File: src/rtl/freq_counter_pkg.sv
// Shared definitions for the frequency-counter display path.
//   BCD_W   : width of one packed BCD digit (4 bits)
//   state_t : converter FSM encoding (IDLE / SHIFT / DONE)
//   pow10   : elaboration-time helper, 10**n as a 64-bit value
package freq_counter_pkg;

    localparam int BCD_W = 4;

    localparam logic [1:0] ST_IDLE  = 2'd0;
    localparam logic [1:0] ST_SHIFT = 2'd1;
    localparam logic [1:0] ST_DONE  = 2'd2;

    typedef enum logic [1:0] {
        IDLE  = ST_IDLE,
        SHIFT = ST_SHIFT,
        DONE  = ST_DONE
    } state_t;

    function automatic logic [63:0] pow10(input int n);
        logic [63:0] r;
        r = 64'd1;
        for (int i = 0; i < n; i++) begin
            r = r * 64'd10;
        end
        return r;
    endfunction

endpackage

File: src/rtl/bcd_add3.sv
// Double-dabble digit correction: a digit of 5 or more gets +3 so that the
// following left shift carries correctly into the next decimal digit.
// Result is at most 12, so a plain 4-bit add never overflows.
//   digit     : 4-bit BCD digit before correction
//   digit_adj : corrected digit
module bcd_add3
    import freq_counter_pkg::*;
(
    input  logic [BCD_W-1:0] digit,
    output logic [BCD_W-1:0] digit_adj
);

    assign digit_adj = (digit >= BCD_W'(5)) ? digit + BCD_W'(3) : digit;

endmodule

File: src/rtl/freq_bcd_converter.sv
// Converts each finished gate-window count (binary) into packed BCD digits
// plus a leading-zero blank mask for the 7-segment driver. Sequential
// shift-add-3, one bit per clock; the last result is held between conversions.
//   clk        : system clock, posedge
//   rst_n      : asynchronous active-low reset
//   cnt_in     : binary count, sampled when cnt_valid=1 and idle
//   cnt_valid  : single-cycle strobe for cnt_in
//   bcd_out    : packed BCD, digit 0 (units) in [3:0]
//   blank      : bit i=1 when digit i is a leading zero (bit 0 always 0)
//   bcd_valid  : one-cycle pulse when bcd_out/blank update
//   busy       : conversion in progress
//   overrun    : sticky, a strobe arrived while busy
module freq_bcd_converter
    import freq_counter_pkg::*;
#(
    parameter int CNT_W  = 16,
    parameter int DIGITS = 5
) (
    input  logic                      clk,
    input  logic                      rst_n,
    input  logic [CNT_W-1:0]          cnt_in,
    input  logic                      cnt_valid,
    output logic [BCD_W*DIGITS-1:0]   bcd_out,
    output logic [DIGITS-1:0]         blank,
    output logic                      bcd_valid,
    output logic                      busy,
    output logic                      overrun
);

    localparam int BCD_TOT = BCD_W * DIGITS;
    localparam int BC_W    = $clog2(CNT_W + 1);
    localparam logic [63:0] MAX_CNT = (64'd1 << CNT_W) - 64'd1;

    // The digit count must cover the largest possible count, otherwise the
    // top digit would silently wrap.
    generate
        if (pow10(DIGITS) <= MAX_CNT) begin : g_digits_too_few
            $error("freq_bcd_converter: DIGITS too small for CNT_W");
        end
    endgenerate

    state_t               state_reg, state_next;
    logic [CNT_W-1:0]     bin_sr_reg, bin_sr_next;
    logic [BCD_TOT-1:0]   bcd_sr_reg, bcd_sr_next;
    logic [BC_W-1:0]      bit_cnt_reg, bit_cnt_next;
    logic [BCD_TOT-1:0]   bcd_out_reg, bcd_out_next;
    logic [DIGITS-1:0]    blank_reg, blank_next;
    logic                 bcd_valid_reg, bcd_valid_next;
    logic                 busy_reg, busy_next;
    logic                 overrun_reg, overrun_next;

    logic [BCD_TOT-1:0]   bcd_adj;
    logic [DIGITS-1:0]    digit_zero;
    logic [DIGITS-1:0]    zero_run;
    logic [DIGITS-1:0]    blank_mask;

    // Per-digit add-3 correction ahead of each shift.
    generate
        for (genvar gi = 0; gi < DIGITS; gi++) begin : g_add3
            bcd_add3 u_add3 (
                .digit     (bcd_sr_reg[gi*BCD_W +: BCD_W]),
                .digit_adj (bcd_adj[gi*BCD_W +: BCD_W])
            );
        end
    endgenerate

    // Leading-zero run from the top digit downwards.
    generate
        for (genvar gi = 0; gi < DIGITS; gi++) begin : g_zero
            assign digit_zero[gi] = (bcd_sr_reg[gi*BCD_W +: BCD_W] == '0);
            if (gi == DIGITS - 1) begin : g_top
                assign zero_run[gi] = digit_zero[gi];
            end else begin : g_lower
                assign zero_run[gi] = digit_zero[gi] & zero_run[gi+1];
            end
        end
    endgenerate

    // Units digit is never blanked so a zero count still shows "0".
    assign blank_mask = zero_run & ~DIGITS'(1);

    always_comb begin
        state_next     = state_reg;
        bin_sr_next    = bin_sr_reg;
        bcd_sr_next    = bcd_sr_reg;
        bit_cnt_next   = bit_cnt_reg;
        bcd_out_next   = bcd_out_reg;
        blank_next     = blank_reg;
        bcd_valid_next = 1'b0;
        busy_next      = busy_reg;
        overrun_next   = overrun_reg;

        case (state_reg)
            IDLE: begin
                if (cnt_valid) begin
                    bin_sr_next  = cnt_in;
                    bcd_sr_next  = '0;
                    bit_cnt_next = '0;
                    busy_next    = 1'b1;
                    state_next   = SHIFT;
                end
            end
            SHIFT: begin
                bcd_sr_next  = {bcd_adj[BCD_TOT-2:0], bin_sr_reg[CNT_W-1]};
                bin_sr_next  = {bin_sr_reg[CNT_W-2:0], 1'b0};
                bit_cnt_next = bit_cnt_reg + BC_W'(1);
                if (bit_cnt_reg == BC_W'(CNT_W - 1)) begin
                    state_next = DONE;
                end
            end
            DONE: begin
                bcd_out_next   = bcd_sr_reg;
                blank_next     = blank_mask;
                bcd_valid_next = 1'b1;
                busy_next      = 1'b0;
                state_next     = IDLE;
            end
            default: begin
                state_next = IDLE;
                busy_next  = 1'b0;
            end
        endcase

        // A strobe while busy is dropped; only the sticky flag records it.
        if (cnt_valid && (state_reg != IDLE)) begin
            overrun_next = 1'b1;
        end
    end

    always_ff @(posedge clk or negedge rst_n) begin
        if (!rst_n) begin
            state_reg     <= IDLE;
            bin_sr_reg    <= '0;
            bcd_sr_reg    <= '0;
            bit_cnt_reg   <= '0;
            bcd_out_reg   <= '0;
            blank_reg     <= '0;
            bcd_valid_reg <= 1'b0;
            busy_reg      <= 1'b0;
            overrun_reg   <= 1'b0;
        end else begin
            state_reg     <= state_next;
            bin_sr_reg    <= bin_sr_next;
            bcd_sr_reg    <= bcd_sr_next;
            bit_cnt_reg   <= bit_cnt_next;
            bcd_out_reg   <= bcd_out_next;
            blank_reg     <= blank_next;
            bcd_valid_reg <= bcd_valid_next;
            busy_reg      <= busy_next;
            overrun_reg   <= overrun_next;
        end
    end

    assign bcd_out   = bcd_out_reg;
    assign blank     = blank_reg;
    assign bcd_valid = bcd_valid_reg;
    assign busy      = busy_reg;
    assign overrun   = overrun_reg;

endmodule
File: config.mk
export PLATFORM = sky130hd
export DESIGN_NAME = freq_bcd_converter
export DESIGN_NICKNAME = d
export VERILOG_FILES = /design/src/rtl/freq_counter_pkg.sv /design/src/rtl/bcd_add3.sv /design/src/rtl/freq_bcd_converter.sv
export SDC_FILE = /design/constraint.sdc
export NUM_CORES = 1
export LEC_CHECK = 0
export BUFFER_PORTS_ARGS = -buffer_cell sky130_fd_sc_hd__buf_2
export CORE_MARGIN = 2
export CORE_UTILIZATION = 25
export DETAILED_ROUTE_END_ITERATION = 7
export PLACE_DENSITY_LB_ADDON = 0.12
export SLEW_MARGIN = 20
export SYNTH_ARGS = -nofsm -noshare
export SYNTH_HDL_FRONTEND = slang
export SYNTH_SLANG_ARGS = --single-unit
export TNS_END_PERCENT = 20
File: constraint.sdc
create_clock -name clk -period 5.6 [get_ports clk]
set_clock_uncertainty 0.05 [all_clocks]
set_input_delay 1.68 -clock clk [delete_from_list [all_inputs] [get_ports clk]]
set_output_delay 1.68 -clock clk [all_outputs]
set_load 0.02 [all_outputs]
==> impl_metrics.toml <==
[route]
drt-total-wl_um = 7180
first_pass_iters = 4
drt-wirelength-per-cell_um = 14.1
via_per_inst = 4.53
dr.first_iter.drc_count = 70
detail-route-antenna-nets = 0
num_vias = 2303
drc = 0

[timing]
hold_viol_final = 0
tns_ns = 0
fin_crit_sh = 0.466
finalSetupViolations = 0
worst_pin_slew_ns = 0.910
rsz0062_at_grt = "no"
post-route-min-period_ns = 2.61
relSlewSlack = 0.394
drv_slew = 0
max_freq_mhz = 384

[synthesis]
avgSynthCellArea_um2 = 10.7
yosys_warnings = 0
synth_nets = 326
synth-seq-cells = 70
seq_area_frac_synth = 0.558
synth_area_um2 = 3140
synthDistinctLibCells = 32
syn_inst = 292

[power]
p_leak_nw = 1.79
p_per_area_nw_per_um2 = 557
peakVddDrop_uv = 270

[setup_path]
cpPeakStageDelay_ns = 0.38
cp_slowest_cell = "dfrtp_1"
endpoint_kind = "primary output"
rr_startpoint = "bcd_sr_reg[16]"
crit_arrival_ns = 0.88
reg2regPathDepth = 6
critPathRequiredTime_ns = 3.87
cp_cell_sequence = "buf_2"
critical_path_depth = 1
cp.buffers_inverters = 1
timing.rr.end = "blank[1]"
cp_max_fo = 2
startpoint_type = "register"
worstSetupPathType = "register to primary output"
cp_top_family = "flip-flops"
r2r_setup_slack_ns = 3.19

[clock_tree]
cts_setup_buffers = 0
ctsHtreeMaxLevel = 3
cts_root_buf = "clkbuf_16"
cts_hold_buf = 0
clk_pin_slew_ns = 0.06
cts_buffers = 9
clock_latency_ns = 0.34
clockBufferDepth = 2
clock-sinks = 70
cts_tree = "built"
cts_resized = 0

[status]
status = "finished clean"

[global_route]
grt_pass1_vias = 2396
grt_max_degree = 41
grt_pass1_wl_um = 12300
grt_overflow = 0
grt_usage = 0.118
antenna_found_initial = 0

[hold_path]
min_path_cells = 1
min-delay-start = "overrun"
whs_endpoint = "overrun"
hp-class = "register to register"

[place]
portBuffers = 45
place_hpwl_um = 4530
placed_area_um2 = 3540
gp_congestion = 0.688

[cells_and_area]
nets = 369
diodes = 0
fillers = 1270
fin_util = 0.318
syn_to_final_growth_pct = 22.9
fin_area_um2 = 3860
drive_above_1_share = 0.224

[floorplanning]
rows = 40
boundaryPins = 47
die_w_um = 116
start_util = 0.259
fp.coreArea_um2 = 12100
fp.dieH_um = 116
dieArea_um2 = 13500

[flow_run]
maxCapViolCount = 0
logic make-up (layout without fill, tap and decap cells):
| group | count (synthesis) | after routing | share of synthesized area |
|---|---|---|---|
| AOI/OAI and AO/OA | 91 | 91 | 0.187 |
| DFF | 70 | 70 | 0.558 |
| and+or+nand+nor | 67 | 67 | 0.0997 |
| buffers and inverters | 31 | 79 | 0.0383 |
| adders and majority gates | 15 | 15 | 0.0598 |
| muxes | 10 | 10 | 0.0359 |
| xor gates and xnor gates | 7 | 7 | 0.0195 |
| other | 1 | 1 | 0.00120 |
final cells by class:
class / count / area [µm²] / share of cell area
Sequential cell: 70 / 1750 / 0.454
Multi-Input combinational cell: 191 / 1270 / 0.329
Timing Repair Buffer: 50 / 263 / 0.0681
Clock buffer: 10 / 229 / 0.0594
Tap cell: 168 / 210 / 0.0545
Clock inverter: 6 / 86.3 / 0.0224
Inverter: 13 / 48.8 / 0.0127
per-stage QoR:
stage	total power [mW]	hold WS (ns)	setup WS (ns)	cells
detailed placement	1.56	0.404	2.69	492
CTS	2.19	0.424	2.97	508
floorplan	1.34	0.400	2.94	292
finish	2.15	0.413	2.99	508
global placement	1.55	0.401	2.38	492
global route	2.33	0.455	2.91	508
report_power, final:
| group | internal (mW) | total (mW) | switching (mW) |
|---|---|---|---|
| clock | 0.389 | 0.608 | 0.219 |
| combinational | 0.304 | 0.709 | 0.405 |
| sequential | 0.677 | 0.830 | 0.153 |
cells in the mapped netlist, drive strengths merged:
master  count  area (µm²)
dfrtp      70        1750
nand2      37         139
o21ai      37         185
clkbuf     17        63.8
a22oi      15         113
ha         15         188
inv        13        48.8
mux2       10         113
a21oi       8        40.0
nand2b      8        50.1
o22ai       8        50.1
a32o        6        60.1
nand3       6        30.0
nor2        6        22.5
o311ai      6        52.6
o31ai       5        37.5
xnor2       5        43.8
a22o        2        17.5
nor2b       2        12.5
nor3        2        10.0
o32ai       2        17.5
or4b        2        20.0
xor2        2        17.5
a21o        1        7.51
and2        1        6.26
and3        1        6.26
buf         1        7.51
conb        1        3.75
nor3b       1        7.51
o211ai      1        7.51
or3b        1        8.76
worst max path at each step:
stage	start	endpoint	slack, ns
after CTS	bcd_out[0]	bcd_out[0]	2.97
after floorplan	cnt_valid	bin_sr_reg[15]	2.94
after global routing	cnt_valid	bin_sr_reg[13]	2.91
final	bcd_out[0]	bcd_out[0]	2.99
after detailed placement	rst_n	bin_sr_reg[11]	2.69
after global placement	cnt_valid	bin_sr_reg[10]	2.38
per-layer routing:
metal  vias up  GRT usage  share of wire
met5         -          0              0
met4         0     0.0405          0.015
met3         8     0.0382          0.049
met2        48      0.194           0.46
met1      1122      0.148           0.47
li1       1125          -              -
cells in the final DEF, fill, tap and decap left out, types with 8 or more instances in the layout:
cell type  instances
nand2b_1           8
mux2_2            10
dfrtp_1           70
clkbuf_16          9
nand2_1           37
buf_2             45
o21ai_0           34
a21oi_1            8
ha_1              15
inv_1             13
o22ai_1            8
a22oi_1           15
Note: power is estimated with default switching activity, not from simulation.
